===== config.mk =====
export PLATFORM = sky130hd
export DESIGN_NAME = mem_bus_ctrl
export DESIGN_NICKNAME = d
export VERILOG_FILES = /design/src/rtl/mem_bus_ctrl_pkg.sv /design/src/rtl/sram_port.sv /design/src/rtl/mem_bus_ctrl.sv
export SDC_FILE = /design/constraint.sdc
export NUM_CORES = 1
export LEC_CHECK = 0
export BUFFER_PORTS_ARGS = -buffer_cell sky130_fd_sc_hd__buf_2
export CORE_AREA = 8 8 123 125
export DETAILED_ROUTE_END_ITERATION = 12
export DIE_AREA = 0 0 131 133
export GPL_TIMING_DRIVEN = 0
export PLACE_DENSITY = 0.74
export SYNTH_ARGS = -nofsm -noshare
export SYNTH_HDL_FRONTEND = slang
export SYNTH_SLANG_ARGS = --single-unit
export TNS_END_PERCENT = 1

===== constraint.sdc =====
create_clock -name clk -period 3.64 [get_ports clk]
set_clock_uncertainty 0.1 [all_clocks]
set_input_delay 0.546 -clock clk [delete_from_list [all_inputs] [get_ports clk]]
set_output_delay 0.546 -clock clk [all_outputs]
set_load 0.005 [all_outputs]

===== src/rtl/mem_bus_ctrl_pkg.sv =====
// Shared types for mem_bus_ctrl: FSM states, region select, flash region code
// and the helpers used to size the wait counter and decode the CPU address.
package mem_bus_ctrl_pkg;

  typedef enum logic [2:0] {
    IDLE    = 3'd0,
    RAM_ACC = 3'd1,
    RAM_REC = 3'd2,
    FL_LO   = 3'd3,
    FL_HI   = 3'd4,
    DONE    = 3'd5
  } state_e;

  typedef enum logic [1:0] {
    BASE  = 2'd0,
    EXT   = 2'd1,
    FLASH = 2'd2
  } region_e;

  localparam logic [3:0] FLASH_REGION = 4'h1;

  // Bits needed to count 0..max(a,b)-1 within one phase.
  function automatic int cnt_width(input int a, input int b);
    int m;
    m = (a > b) ? a : b;
    return (m <= 2) ? 1 : $clog2(m);
  endfunction

  // Top nibble picks flash, otherwise bit 22 picks the SRAM bank.
  function automatic region_e decode(input logic [31:0] a);
    if (a[31:28] == FLASH_REGION) return FLASH;
    else if (a[22])               return EXT;
    else                          return BASE;
  endfunction

endpackage


===== src/rtl/sram_port.sv =====
// One async SRAM bank: turns the controller phase (access / recovery) into
// active-low strobes and the data-bus tristate enable. Purely combinational,
// so every pin follows the registered controller state.
module sram_port #(
  parameter int AW = 20
) (
  input  logic          sel_i,
  input  logic          acc_i,
  input  logic          rec_i,
  input  logic          we_i,
  input  logic [3:0]    be_i,
  input  logic [AW-1:0] addr_i,
  input  logic [31:0]   wdata_i,
  output logic [AW-1:0] ram_addr_o,
  output logic [3:0]    be_n_o,
  output logic          ce_n_o,
  output logic          oe_n_o,
  output logic          we_n_o,
  output logic [31:0]   dq_o,
  output logic          dq_oe_o
);

  // Strobe decode: oe_n only on reads and dq_oe only on writes, so the bank
  // never sees both drivers on the bus at once.
  always_comb begin
    ram_addr_o = addr_i;
    dq_o       = wdata_i;
    ce_n_o     = ~(sel_i & (acc_i | rec_i));
    oe_n_o     = ~(sel_i & acc_i & ~we_i);
    we_n_o     = ~(sel_i & acc_i & we_i);
    dq_oe_o    = sel_i & we_i & (acc_i | rec_i);
    if (sel_i && (acc_i || rec_i)) be_n_o = we_i ? ~be_i : 4'h0;
    else                           be_n_o = 4'hF;
  end

endmodule


===== src/rtl/mem_bus_ctrl.sv =====
// CPU to base SRAM / ext SRAM / 16-bit flash bus controller.
// Optional feature macro: MEM_BUS_FLASH_EN enables flash reads (FL_LO/FL_HI);
// without it the flash region reads as zero and ignores writes.
module mem_bus_ctrl
  import mem_bus_ctrl_pkg::*;
#(
  parameter int WAIT_CYC   = 2,
  parameter int FLASH_WAIT = 8,
  parameter int RAM_AW     = 20
) (
  input  logic              clk,
  input  logic              rst_n,
  input  logic              req,
  input  logic              we,
  input  logic [31:0]       addr,
  input  logic [3:0]        be,
  input  logic [31:0]       wdata,
  output logic              ack,
  output logic [31:0]       rdata,
  output logic [RAM_AW-1:0] base_addr,
  output logic [3:0]        base_be_n,
  output logic              base_ce_n,
  output logic              base_oe_n,
  output logic              base_we_n,
  output logic [31:0]       base_dq_o,
  output logic              base_dq_oe,
  input  logic [31:0]       base_dq_i,
  output logic [RAM_AW-1:0] ext_addr,
  output logic [3:0]        ext_be_n,
  output logic              ext_ce_n,
  output logic              ext_oe_n,
  output logic              ext_we_n,
  output logic [31:0]       ext_dq_o,
  output logic              ext_dq_oe,
  input  logic [31:0]       ext_dq_i,
  output logic [22:0]       flash_a,
  output logic              flash_ce_n,
  output logic              flash_oe_n,
  input  logic [15:0]       flash_d_i
);

  localparam int CNT_W = cnt_width(WAIT_CYC, FLASH_WAIT);
  localparam logic [CNT_W-1:0] RAM_LAST = CNT_W'(WAIT_CYC - 1);
`ifdef MEM_BUS_FLASH_EN
  localparam logic [CNT_W-1:0] FL_LAST  = CNT_W'(FLASH_WAIT - 1);
`endif

  state_e            state_q, state_d;
  region_e           region_q, region_d;
  logic [CNT_W-1:0]  cnt_q, cnt_d;
  logic [31:0]       addr_q, addr_d;
  logic              we_q, we_d;
  logic [3:0]        be_q, be_d;
  logic [31:0]       wdata_q, wdata_d;
  logic [31:0]       rdata_q, rdata_d;
  logic              ram_acc, ram_rec, sel_base, sel_ext;

  // Only part of the latched address reaches the pins.
  logic unused_addr;
  assign unused_addr = ^addr_q;

  // State and transaction registers; reset clears everything so all strobes go idle.
  always_ff @(posedge clk or negedge rst_n) begin
    if (!rst_n) begin
      state_q  <= IDLE;
      region_q <= BASE;
      cnt_q    <= '0;
      addr_q   <= '0;
      we_q     <= 1'b0;
      be_q     <= '0;
      wdata_q  <= '0;
      rdata_q  <= '0;
    end else begin
      state_q  <= state_d;
      region_q <= region_d;
      cnt_q    <= cnt_d;
      addr_q   <= addr_d;
      we_q     <= we_d;
      be_q     <= be_d;
      wdata_q  <= wdata_d;
      rdata_q  <= rdata_d;
    end
  end

  // Next state: accept in IDLE, count each phase, capture read data on its last cycle.
  always_comb begin
    state_d  = state_q;
    region_d = region_q;
    cnt_d    = cnt_q;
    addr_d   = addr_q;
    we_d     = we_q;
    be_d     = be_q;
    wdata_d  = wdata_q;
    rdata_d  = rdata_q;
    case (state_q)
      IDLE: begin
        if (req) begin
          addr_d   = addr;
          we_d     = we;
          be_d     = be;
          wdata_d  = wdata;
          region_d = decode(addr);
          cnt_d    = '0;
          if (decode(addr) == FLASH) begin
`ifdef MEM_BUS_FLASH_EN
            state_d = we ? DONE : FL_LO;
`else
            state_d = DONE;
            if (!we) rdata_d = '0;
`endif
          end else begin
            state_d = RAM_ACC;
          end
        end
      end
      RAM_ACC: begin
        if (cnt_q == RAM_LAST) begin
          cnt_d = '0;
          if (we_q) begin
            state_d = RAM_REC;
          end else begin
            state_d = DONE;
            rdata_d = (region_q == EXT) ? ext_dq_i : base_dq_i;
          end
        end else begin
          cnt_d = cnt_q + 1'b1;
        end
      end
      RAM_REC: state_d = DONE;
`ifdef MEM_BUS_FLASH_EN
      FL_LO: begin
        if (cnt_q == FL_LAST) begin
          cnt_d         = '0;
          rdata_d[15:0] = flash_d_i;
          state_d       = FL_HI;
        end else begin
          cnt_d = cnt_q + 1'b1;
        end
      end
      FL_HI: begin
        if (cnt_q == FL_LAST) begin
          cnt_d          = '0;
          rdata_d[31:16] = flash_d_i;
          state_d        = DONE;
        end else begin
          cnt_d = cnt_q + 1'b1;
        end
      end
`endif
      DONE:    state_d = IDLE;
      default: state_d = IDLE;
    endcase
  end

  // Outputs decoded from the registered state only.
  always_comb begin
    ack      = (state_q == DONE);
    ram_acc  = (state_q == RAM_ACC);
    ram_rec  = (state_q == RAM_REC);
    sel_base = (region_q == BASE);
    sel_ext  = (region_q == EXT);
`ifdef MEM_BUS_FLASH_EN
    flash_ce_n = ~((state_q == FL_LO) || (state_q == FL_HI));
    flash_oe_n = ~((state_q == FL_LO) || (state_q == FL_HI));
    flash_a    = {1'b0, addr_q[22:2], (state_q == FL_HI)};
`else
    flash_ce_n = 1'b1;
    flash_oe_n = 1'b1;
    flash_a    = '0;
`endif
  end

`ifndef MEM_BUS_FLASH_EN
  // Flash data bus has no reader in this build.
  logic unused_flash;
  assign unused_flash = ^flash_d_i;
`endif

  assign rdata = rdata_q;

  sram_port #(.AW(RAM_AW)) u_base (
    .sel_i      (sel_base),
    .acc_i      (ram_acc),
    .rec_i      (ram_rec),
    .we_i       (we_q),
    .be_i       (be_q),
    .addr_i     (addr_q[RAM_AW+1:2]),
    .wdata_i    (wdata_q),
    .ram_addr_o (base_addr),
    .be_n_o     (base_be_n),
    .ce_n_o     (base_ce_n),
    .oe_n_o     (base_oe_n),
    .we_n_o     (base_we_n),
    .dq_o       (base_dq_o),
    .dq_oe_o    (base_dq_oe)
  );

  sram_port #(.AW(RAM_AW)) u_ext (
    .sel_i      (sel_ext),
    .acc_i      (ram_acc),
    .rec_i      (ram_rec),
    .we_i       (we_q),
    .be_i       (be_q),
    .addr_i     (addr_q[RAM_AW+1:2]),
    .wdata_i    (wdata_q),
    .ram_addr_o (ext_addr),
    .be_n_o     (ext_be_n),
    .ce_n_o     (ext_ce_n),
    .oe_n_o     (ext_oe_n),
    .we_n_o     (ext_we_n),
    .dq_o       (ext_dq_o),
    .dq_oe_o    (ext_dq_oe)
  );

endmodule


# --- Yosys cells after proc, flatten, opt, wreduce, memory -nomap -nowiden ---
# Index checks and enable logic that the tools add are counted.
op_classes:
  n_addsub: 1
  n_eq_ne: 12
  mux: 22
  bitwise_logic: 21
  reduce_logical: 10
op_table:
  columns: ["op", "n"]
  rows:
  - ["32-bit 2-to-1 mux", 6]
  - ["32-bit one-hot mux with 2 select lines", 1]
  - ["3-bit 2-to-1 mux", 6]
  - ["1-bit bitwise AND", 12]
  - ["4-bit 2-to-1 mux", 3]
  - ["2-bit != test (second input constant)", 5]
  - ["3-bit one-hot mux with 3 select lines", 1]
  - ["1-bit inverter", 7]
  - ["3-bit by 1-bit equality test with 1-bit output (second input constant)", 2]
  - ["2-bit 2-to-1 mux", 3]
  - ["3-bit one-hot mux with 2 select lines", 1]
  - ["2-bit AND reduction", 3]
  - ["6-bit AND reduction", 1]
  - ["4-bit by 1-bit equality test with 1-bit output (second input constant)", 1]
  - ["4-bit inverter", 1]
  - ["3-bit by 1-bit adder with 3-bit output (second input constant)", 1]
  - ["3-bit by 2-bit equality test with 1-bit output (second input constant)", 1]
  - ["3-bit equality test (second input constant)", 1]
  - ["3-bit logical NOT", 1]
  - ["2-bit by 1-bit equality test with 1-bit output (second input constant)", 1]
  - ["2-bit equality test (second input constant)", 1]
  - ["1-bit logical AND", 2]
  - ["2-bit logical NOT", 1]
  - ["2-bit nonzero test", 1]
  - ["3 further kinds", 3]
word_totals:
  register_bits: 99
  input_bits: 152
  word_cells: 74

# --- Longest topological paths before layout ---
# Gate-level depths: netlist of run 1.
logic_depth:
  word_depth: 8
  mapped_depth: 8

# --- Cells and area by module ---
# Synthesis of run 1 repeated with hierarchy kept, for this count alone.
hier_totals:
  cells_unflattened: 612
  hier_area_um2: 5327.6
modules_own_cells:
  columns: ["mod", "instances", "cells_each", "area_each_um2"]
  rows:
  - ["mem_bus_ctrl", 1, 488, 4429.2]
  - ["sram_port", 2, 62, 449.2]

# --- Worst setup path before layout of run 1 ---
# No wires, ideal clock.
synth_timing:
  path_kind: "in2reg"
  startpoint: "in addr[29]"
  endpoint: "reg rdata_q[0], in the netlist rdata[0]"
  setup_time_ns: 0.145
  t_arrival_ns: 2.010
  slack_ns: 1.385
  path_stages: 6
  n_path_buf: 2
  cell_sequence: "or4b_2 -> o32a_1 -> buf_6 -> buf_2 -> nand2_1 -> o31ai_2"
synth_between:
  elab_chain_cells: 7
synth_rtl:
  columns: ["item", "line_no", "source"]
  rows:
  - ["start, declared", "mem_bus_ctrl.sv:15", "input logic [31:0] addr,"]
  - ["4-bit by 1-bit equality test with 1-bit output", "mem_bus_ctrl_pkg.sv:31", "if (a[31:28] == FLASH_REGION) return FLASH;"]
  - ["2-bit 2-to-1 mux", "mem_bus_ctrl_pkg.sv:31", null]
  - ["2-bit 2-to-1 mux", "mem_bus_ctrl.sv:97", "if (req) begin"]
  - ["2-bit 2-to-1 mux", "mem_bus_ctrl.sv:95", "case (state_q)"]
  - ["2-bit equality test", "mem_bus_ctrl.sv:104", "if (decode(addr) == FLASH) begin"]
  - ["2-bit != test (no line)", null, null]
  - ["6-bit AND reduction (no line)", null, null]
  - ["end signal, assigned", "mem_bus_ctrl.sv:81", "rdata_q <= rdata_d;"]
  - ["end, declared", "mem_bus_ctrl.sv:55", "logic [31:0] rdata_q, rdata_d;"]
# No other way between the ends. The select of a mux whose other input is x is not followed.
# A chain may end at the register's enable or synchronous reset.

# --- Worst setup path in the final report of run 1 ---
layout_timing:
  startpoint: "reg state_q[2]"
  endpoint: "out ext_we_n"
layout_between:
  elab_chain_cells: 4
layout_rtl:
  columns: ["item", "line_no", "source"]
  rows:
  - ["start, declared", "mem_bus_ctrl.sv:48", "state_e state_q, state_d;"]
  - ["start signal, assigned", "mem_bus_ctrl.sv:74", "state_q <= state_d;"]
  - ["3-bit by 1-bit equality test with 1-bit output", "mem_bus_ctrl.sv:158", "ram_acc = (state_q == RAM_ACC);"]
  - ["1-bit bitwise AND (2 in series)", "sram_port.sv:30", "we_n_o = ~(sel_i & acc_i & we_i);"]
  - ["1-bit inverter", "sram_port.sv:30", null]
  - ["end, declared", "mem_bus_ctrl.sv:32", "output logic ext_we_n,"]
# No other way between the ends.

==> results.md, run 1 <==
* Clock slew at reported path FFs at 0.07 ns
* CP Launch Type: register
* Quantity of gates resized following cts at 0
* Arrival time at the worst endpoint at 2.33 ns
* Share of cells above drive strength 1 at 0.483
* Area Overhead vs Synth at 41.7%
* R2R cell count at 6
* RSZ-0062 raised after global routing: false
* CP Capture Type: output pin
* Yosys cell types at 33
* Remaining global-route overflow at 0
* Max cap viols at 0
* Peak VDD IR at 0.316 mV
* Cell Pwr Density at 859 nW/um^2
* Post-Syn Area at 4990 um^2
* Vias per cell at 4.41
* WL final at 15.7 mm
* First-pass GRT wire length at 23.7 mm
* H-tree level count at 3
* Hold Buf Count CTS at 0
* HPWL Detailed at 12.6 mm
* RR Endpoint: addr_q[20]
* Fmax at 335 MHz
* Lkg Pwr at 0.00404 uW
* Max Slew Vio Count at 0
* GRT Util Overall at 0.174
* Critical Path Start: state_q[2]
* Placed Cells at 1018
* WL per Instance at 15.1 um
* Slowest cell on the critical path: or3b_2
* #FFs+latches synth at 97
* Slew @ Worst Pin at 1.37 ns
* Clock net sink count at 97
* Max FO, Critical Path at 10
* Status: completed
* Final setup viols at 0
* Relative slew slack at 0.0754
* CTS Root Cell: clkbuf_16
* Final Cycle Share at 0.819
* Post-route cell area at 7070 um^2
* Antenna Cells at 0
* Yosys Warn Count at 0
* Commonest non-fill, non-tap cell in the layout: buf_2
* Worst path cell trace: clkbuf_1 > or3b_2 > clkbuf_1 > buf_1 > nor2_1 > nand3_1 > buf_2
* Skew-Pair Late Insertion Delay at 0.33 ns
* Clock buffer depth at 2
* CP dominant cell by count: clkbuf_1
* Synth Area per Inst at 9.29 um^2
* Final hold viol count at 0
* Crit Path Category: reg -> out
* Largest net degree at the start of global routing at 56
* Hold/Removal Path Class: in -> async
* Hold WS at 0.101 ns
* Postcts setup bufs at 0
* Seq/Total Area, Yosys at 0.486
* TNS Setup at 0 ns
* Die ar. at 17400 um^2
* Io pins at 330
* Die Y at 133 um
* Utilization after layout at 0.540
* Post-synthesis cell count at 537
* # port buffers at 281
* Initial antenna violation count at 0
* Max incr delay on CP at 0.46 ns
* Most frequent cells in the layout: buf_2, nand2_1, dfrtp_1
* Worst r2r src: state_q[2]
* Row count at 42
* Vias in the first global route at 4710
* Gpl congestion at 0.752
* # DRC at 0
* Worst R2R Setup Slack at 0.80 ns
* Routed via count at 4556
* Final nets at 1005
* Fin crit period at 2.98 ns
* Effective utilization at floorplan at 0.381
* Initial drt markers at 165
* Core box area at 13100 um^2
* Detail Route Antenna Nets at 0
* Non-Filler Instances at 1034
* Post-DP Area at 6730 um^2
* Router iterations before antenna repair at 4
* Required @ worst endpoint at 2.99 ns
* TritonCTS Buffers at 9
* Die width at 131 um
* TritonCTS clock tree: built
critical path: cells and delay by family (launching register included):
| kind | cells | cell delay, ns |
|---|---|---|
| AND/OR/NAND/NOR | 3 | 0.78 |
| flip-flops | 1 | 0.36 |
| buffers and inverters | 4 | 0.87 |
cell families after synthesis:
| logic type | Yosys count | share of synthesized area |
|---|---|---|
| other | 2 | 0.00151 |
| AND/OR/NAND/NOR | 248 | 0.203 |
| multiplexers | 33 | 0.0662 |
| XOR/XNOR | 1 | 0.00176 |
| flip-flops | 97 | 0.486 |
| AO/OA/AOI/OAI | 42 | 0.0888 |
| buffers and inverters | 114 | 0.152 |
synth_stat cells:
master | instances | area [um^2]
nand3b_1 | 1 | 7.51
nor3b_1 | 1 | 7.51
buf_4 | 77 | 578
nand4b_1 | 1 | 8.76
clkbuf_1 | 20 | 75.1
o32a_1 | 1 | 10.0
and2_1 | 2 | 12.5
nor4b_1 | 2 | 17.5
mux2i_1 | 33 | 330
nor3_1 | 2 | 10.0
dfrtp_1 | 97 | 2430
or4b_2 | 2 | 20.0
nor4_1 | 1 | 6.26
o31ai_1 | 4 | 30.0
nand3_1 | 4 | 20.0
nand2_1 | 217 | 815
conb_1 | 2 | 7.51
buf_6 | 5 | 56.3
nor2b_1 | 1 | 6.26
buf_2 | 5 | 25.0
a21oi_1 | 4 | 20.0
a211oi_1 | 1 | 7.51
nand2b_1 | 7 | 43.8
or3b_2 | 1 | 8.76
xnor2_1 | 1 | 8.76
o21ai_0 | 2 | 10.0
a31oi_1 | 1 | 6.26
o22a_1 | 1 | 8.76
buf_1 | 3 | 11.3
nor2_1 | 5 | 18.8
inv_1 | 4 | 15.0
or4b_1 | 1 | 10.0
o31ai_2 | 28 | 350
through the flow:
stage / setup slack (ns) / power [uW]
5_1_grt: 0.415 / 6560
3_3_place_gp: 0.657 / 5010
6_report: 0.659 / 6070
3_5_place_dp: 0.639 / 5080
4_1_cts: 0.582 / 6190
2_1_floorplan: 1.39 / 3730
report_power, final:
group | leakage (uW) | switching [uW] | internal, uW | total [uW]
clock network | 0.000164 | 403 | 673 | 1080
registers | 0.00122 | 359 | 1570 | 1930
logic | 0.00266 | 1560 | 1500 | 3070
routing by layer:
layer,up-vias,GRT usage,wire [um]
li1,2250,-,-
met1,2095,0.197,6120
met2,197,0.307,7870
met3,14,0.0426,1450
met4,0,0.0568,228
met5,-,0,0
flip-flops by register name, summed over array words and instances, names as in the netlist:
signal / count
region_q: 2
we_q: 1
rdata: 32
state_q: 3
addr_q: 20
cnt_q: 3
wdata_q: 32
be_q: 4
worst max path at each step:
stage                        endpoint  slack [ns]  cells past startpoint
after CTS                 ext_be_n[2]        0.58                      5
after global placement     addr_q[11]        0.66                      6
after floorplan              rdata[0]        1.39                      6
final                        ext_we_n        0.66                      7
after detailed placement   addr_q[11]        0.64                      6
after global routing      ext_be_n[2]        0.41                      5
area by class of cell:
type	count	area, um^2
fill	1208	6020
sequential	97	2430
multi-input combinational	349	1890
timing repair buffer	282	1440
buffer	110	746
clock buffer	11	233
tap	176	220
clock inverter	5	104
inverter	4	15.0
Note: power is estimated with default switching activity, not from simulation.
==> run 2, diff against run 1 <==
--- a/config.mk
+++ b/config.mk
@@ -6,11 +6,11 @@
 export NUM_CORES = 1
 export LEC_CHECK = 0
 export BUFFER_PORTS_ARGS = -buffer_cell sky130_fd_sc_hd__buf_2
-export CORE_AREA = 8 8 123 125
+export CORE_MARGIN = 8
+export CORE_UTILIZATION = 38
 export DETAILED_ROUTE_END_ITERATION = 12
-export DIE_AREA = 0 0 131 133
 export GPL_TIMING_DRIVEN = 0
-export PLACE_DENSITY = 0.74
+export PLACE_DENSITY = 0.77
 export SYNTH_ARGS = -nofsm -noshare
 export SYNTH_HDL_FRONTEND = slang
 export SYNTH_SLANG_ARGS = --single-unit
==> constraint.sdc (replaced) <==
create_clock -name clk -period 2.73 [get_ports clk]
set_clock_uncertainty 0.1 [all_clocks]
set_input_delay 0.4095 -clock clk [delete_from_list [all_inputs] [get_ports clk]]
set_output_delay 0.4095 -clock clk [all_outputs]
set_load 0.005 [all_outputs]
==> results.md, run 2 (synthesized netlist as in run 1, its figures left out) <==
* Status: complete, but fails checks
* Failing checks: negative hold slack
* Skew-Pair Late Insertion Delay at 0.33 ns (about the same)
* Worst r2r src: state_q[2]
* Max cap viols at 0 (unchanged)
* Required @ worst endpoint at 2.22 ns (-0.77 ns)
* Antenna Cells at 0 (unchanged)
* Fillers at 1221 (+1.1%)
* Effective utilization at floorplan at 0.383 (+0.00154)
* Slew @ Worst Pin at 0.739 ns (-0.629 ns)
* # DRC at 0 (unchanged)
* Routed via count at 4522 (-0.75%)
* Clock buffer depth at 2 (unchanged)
* Final setup viols at 0 (unchanged)
* Largest net degree at the start of global routing at 52 (-7.1%)
* Commonest non-fill, non-tap cell in the layout: buf_2
* Met3 usage at 0.0552 (+0.0126)
* Core box area at 13000 um^2 (-0.40%)
* Lkg Pwr at 0.00405 uW (+0.28%)
* CP Launch Type: register
* Non-Filler Instances at 1034 (unchanged)
* Router iterations before antenna repair at 4 (unchanged)
* Max incr delay on CP at 0.46 ns (about the same)
* Peak VDD IR at 0.467 mV (+48%)
* Cell Pwr Density at 1140 nW/um^2 (+33%)
* R2R cell count at 6 (unchanged)
* # port buffers at 281 (unchanged)
* Gpl congestion at 0.751 (-0.12%)
* Clock slew at reported path FFs at 0.07 ns (about the same)
* WL per Instance at 15.0 um (-1.1%)
* Remaining global-route overflow at 0 (unchanged)
* Area Overhead vs Synth at 42.1%
* Grt peak-use layer: met2
* Arrival time at the worst endpoint at 2.18 ns (-0.15 ns)
* Crit Path Category: reg -> out
* Worst R2R Setup Slack at 0.38 ns (-0.42 ns)
* Share of cells above drive strength 1 at 0.492 (+0.00932)
* Clock net sink count at 97 (unchanged)
* WP buf/inv at 4 (unchanged)
* Die ar. at 17100 um^2 (-2.1%)
* Die Y at 131 um (-1.8%)
* Max FO, Critical Path at 10 (unchanged)
* Max Slew Vio Count at 0 (unchanged)
* Relative slew slack at 0.508 (+0.432)
* Vias in the first global route at 4630 (-1.7%)
* H-tree level count at 3 (unchanged)
* Hold WS at -0.0180 ns (-0.119 ns)
* Die width at 131 um (-0.31%)
* Fin crit period at 2.69 ns
* Postcts setup bufs at 0 (unchanged)
* Placed Cells at 1018 (unchanged)
* RR Endpoint: addr_q[11]
* TritonCTS Buffers at 9 (unchanged)
* TNS Setup at 0 ns (unchanged)
* CP dominant cell by count: clkbuf_2
* GRT Util Overall at 0.174 (+0.000662)
* CP Capture Type: output pin
* Cell family with most CP delay: buffers and inverters
* Io pins at 330 (unchanged)
* TritonCTS clock tree: built
* Final hold viol count at 10 (+10)
* Initial antenna violation count at 0 (unchanged)
* Row count at 42 (unchanged)
* Final nets at 1005 (unchanged)
* CTS Root Cell: clkbuf_16
* HPWL Detailed at 12.3 mm (-2.0%)
* Fmax at 372 MHz
* Vias per cell at 4.37 (-0.75%)
* Initial drt markers at 136 (-18%)
* RSZ-0062 raised after global routing: true
* GR Util met1 at 0.209 (+0.0120)
* Most frequent cells in the layout: buf_2, nand2_1, dfrtp_1
* Final Cycle Share at 0.984
* Final total power at 8110 uW (+34%)
* Hold/Removal Path Class: in -> async
* Detail Route Antenna Nets at 0 (unchanged)
* Worst path cell trace: clkbuf_2 > or3b_2 > clkbuf_2 > buf_4 > nor2_1 > nand3_1 > buf_2
* Slowest cell on the critical path: or3b_2
* WL final at 15.5 mm (-1.1%)
* First-pass GRT wire length at 23.4 mm (-1.4%)
* Met2 usage at 0.300 (-0.00771)
run 2: cell count changes in the layout (fill, tap and decap cells not counted), sizes merged:
cell	before	now
inv	4	5
bufinv	3	2
clkbuf	31	30
clkinvlp	0	1
run 2: worst max-delay path by stage:
stage	start	end	slack (ns)	cells after the start
3_5_place_dp	region_q[0]	ext_dq_oe	0.05	5
3_3_place_gp	region_q[0]	ext_dq_oe	0.03	5
4_1_cts	state_q[1]	base_dq_oe	-0.04	5
2_1_floorplan	addr[29]	rdata[0]	0.61	6
5_1_grt	state_q[2]	ext_we_n	-0.08	7
6_report	state_q[2]	ext_we_n	0.04	7
run 2: metal layers:
metal / up-vias / part of all wire
li1: 2257 / -
met1: 2089 / 0.40
met2: 167 / 0.51
met3: 9 / 0.091
met4: 0 / 0.0076
met5: - / 0
run 2: cell type report:
type | count | area [um^2] | area share
flip-flops and latches | 97 | 2430 | 0.342
multi-input cells | 349 | 1910 | 0.270
repair buffers | 282 | 1440 | 0.203
plain buffers | 110 | 752 | 0.106
clock buffers | 10 | 239 | 0.0337
well taps | 176 | 220 | 0.0311
clock inverters | 6 | 90.1 | 0.0127
inverters | 4 | 15.0 | 0.00212
run 2: power by group:
group          total [uW]  switching [uW]  internal, uW
Clock                1380             551           832
Sequential           2570             482          2090
Combinational        4160            2120          2040
run 2: what timing repair did:
| action | CTS | global route |
|---|---|---|
| gates resized for setup | 4 | 5 |
| endpoints found under the setup margin | 9 | 26 |
| hold buffers | 0 | 0 |
run 2: through the flow:
step                setup WS (ns)   util  cell area (um^2)
floorplan                   0.612      -              5080
global placement           0.0276  0.514              6700
detailed placement         0.0529  0.517              6730
CTS                       -0.0360  0.543              7070
global route              -0.0778  0.544              7090
finish                     0.0442  0.544              7090
==> run 3, diff against run 2 <==
--- a/config.mk
+++ b/config.mk
@@ -6,11 +6,11 @@
 export NUM_CORES = 1
 export LEC_CHECK = 0
 export BUFFER_PORTS_ARGS = -buffer_cell sky130_fd_sc_hd__buf_2
-export CORE_MARGIN = 8
-export CORE_UTILIZATION = 38
+export CORE_AREA = 8 8 123 125
 export DETAILED_ROUTE_END_ITERATION = 12
+export DIE_AREA = 0 0 131 133
 export GPL_TIMING_DRIVEN = 0
-export PLACE_DENSITY = 0.77
+export PLACE_DENSITY = 0.74
 export SYNTH_ARGS = -nofsm -noshare
 export SYNTH_HDL_FRONTEND = slang
 export SYNTH_SLANG_ARGS = --single-unit
==> constraint.sdc (replaced) <==
create_clock -name clk -period 3.1 [get_ports clk]
set_clock_uncertainty 0.1 [all_clocks]
set_input_delay 0.465 -clock clk [delete_from_list [all_inputs] [get_ports clk]]
set_output_delay 0.465 -clock clk [all_outputs]
set_load 0.005 [all_outputs]
==> results.md, run 3 (synthesized netlist as in run 1, its figures left out) <==
* Peak VDD IR at 0.372 mV (-20%)
* Clock net sink count at 97 (unchanged)
* Status: completed
* Worst path cell trace: clkbuf_1 > or3b_2 > clkbuf_1 > buf_1 > nor2_1 > nand3_1 > buf_2
* Fmax at 342 MHz
* WL final at 15.7 mm (+1.2%)
* Share of cells above drive strength 1 at 0.484 (-0.00816)
* Core box area at 13100 um^2 (+0.40%)
* Remaining global-route overflow at 0 (unchanged)
* Levels on crit path at 7 (unchanged)
* CTS Root Cell: clkbuf_16
* Effective utilization at floorplan at 0.381 (-0.00154)
* Relative slew slack at 0.0766 (-0.431)
* GRT Util Overall at 0.174 (-0.000662)
* Utilization after layout at 0.541 (-0.00352)
* H-tree level count at 3 (unchanged)
* Cell family with most CP delay: buffers and inverters
* Detail Route Antenna Nets at 0 (unchanged)
* Clock slew at reported path FFs at 0.07 ns (about the same)
* Row count at 42 (unchanged)
* Antenna Cells at 0 (unchanged)
* Skew-Pair Late Insertion Delay at 0.33 ns (about the same)
* Hold WS at 0.0215 ns (+0.0395 ns)
* WL per Instance at 15.1 um (+1.2%)
* Vias per cell at 4.40 (+0.69%)
* TritonCTS clock tree: built
* RR Endpoint: addr_q[20]
* Io pins at 330 (unchanged)
* # DRC at 0 (unchanged)
* Cell Pwr Density at 1010 nW/um^2 (-12%)
* CP dominant cell by count: clkbuf_1
* Router iterations before antenna repair at 4 (unchanged)
* R2R cell count at 6 (unchanged)
* Most frequent cells in the layout: buf_2, nand2_1, dfrtp_1
* Routed via count at 4553 (+0.69%)
* Max FO, Critical Path at 10 (unchanged)
* Clock buffer depth at 2 (unchanged)
* WP buf/inv at 4 (unchanged)
* Final hold viol count at 0 (-10)
* Slowest cell on the critical path: or3b_2
* Worst r2r src: state_q[2]
* Arrival time at the worst endpoint at 2.36 ns (+0.18 ns)
* HPWL Detailed at 12.6 mm (+2.1%)
* TNS Setup at 0 ns (unchanged)
* Max Slew Vio Count at 0 (unchanged)
* Largest net degree at the start of global routing at 56 (+7.7%)
* Die ar. at 17400 um^2 (+2.2%)
* Lkg Pwr at 0.00405 uW (-0.21%)
* Crit Path Category: reg -> out
* Final nets at 1005 (unchanged)
* Required @ worst endpoint at 2.53 ns (+0.31 ns)
* Postcts setup bufs at 0 (unchanged)
* Final Cycle Share at 0.942
* Slew @ Worst Pin at 1.37 ns (+0.627 ns)
* CP Launch Type: register
* Commonest non-fill, non-tap cell in the layout: buf_2
* CP Capture Type: output pin
* RSZ-0062 raised after global routing: false
* Die width at 131 um (+0.31%)
* Critical Path Start: state_q[2]
* Final setup viols at 0 (unchanged)
* Hold/Removal Path Class: in -> async
* Max incr delay on CP at 0.46 ns (about the same)
* Max cap viols at 0 (unchanged)
* Critical Path Sink: ext_we_n
* Fin crit period at 2.92 ns
* # port buffers at 281 (unchanged)
* Initial antenna violation count at 0 (unchanged)
* Gpl congestion at 0.752 (+0.12%)
* Area Overhead vs Synth at 41.8%
* Die Y at 133 um (+1.8%)
* First-pass GRT wire length at 23.7 mm (+1.4%)
* TritonCTS Buffers at 9 (unchanged)
* Worst R2R Setup Slack at 0.25 ns (-0.13 ns)
* Initial drt markers at 164 (+21%)
* Vias in the first global route at 4710 (+1.7%)
run 3: cell count changes in the layout (fill, tap and decap cells not counted), sizes merged:
cell,before,now
bufinv,2,3
clkinvlp,1,0
clkbuf,30,31
inv,5,4
run 3: layout make-up:
type,count,area (um^2)
plain buffers,110,746
clock buffers,11,233
clock inverters,5,104
fillers,1207,6010
inverters,4,15.0
multi-input cells,349,1890
flip-flops and latches,97,2430
well taps,176,220
repair buffers,282,1440
run 3: through the flow:
stage	std cells	instance area [um^2]	total power, uW	setup slack, ns
final	1034	7070	7130	0.180
after global routing	1034	7070	7710	0.00800
after CTS	1034	7070	7270	0.123
after detailed placement	1018	6730	5970	0.180
after global placement	1017	6700	5880	0.198
after floorplan	560	5080	4380	0.926
run 3: per-layer routing:
layer / part of all wire / global-route usage
met1: 0.39 / 0.197
met2: 0.50 / 0.307
met3: 0.093 / 0.0426
met4: 0.015 / 0.0568
met5: 0 / 0
run 3: how the worst min path moves through the flow:
stage            start           to  cells past startpoint  slack, ns
2_1_floorplan    rst_n   addr_q[10]                      0       0.07
3_3_place_gp   be_q[1]      be_q[1]                      2       0.35
3_5_place_dp   be_q[1]      be_q[1]                      2       0.35
4_1_cts          rst_n  wdata_q[12]                      1       0.04
5_1_grt          rst_n  wdata_q[12]                      1       0.06
6_report         rst_n  wdata_q[12]                      1       0.02
run 3: power by group:
group / total (uW) / internal (uW) / switching [uW]
combinational: 3610 / 1770 / 1840
sequential: 2270 / 1840 / 422
clock: 1260 / 790 / 472
total: 7130 / 4400 / 2730
run 3: timing repair:
action                     4_1_cts  5_1_grt
hold buffers                     0        0
setup endpoints to repair        0        2
gates resized for setup          0        1
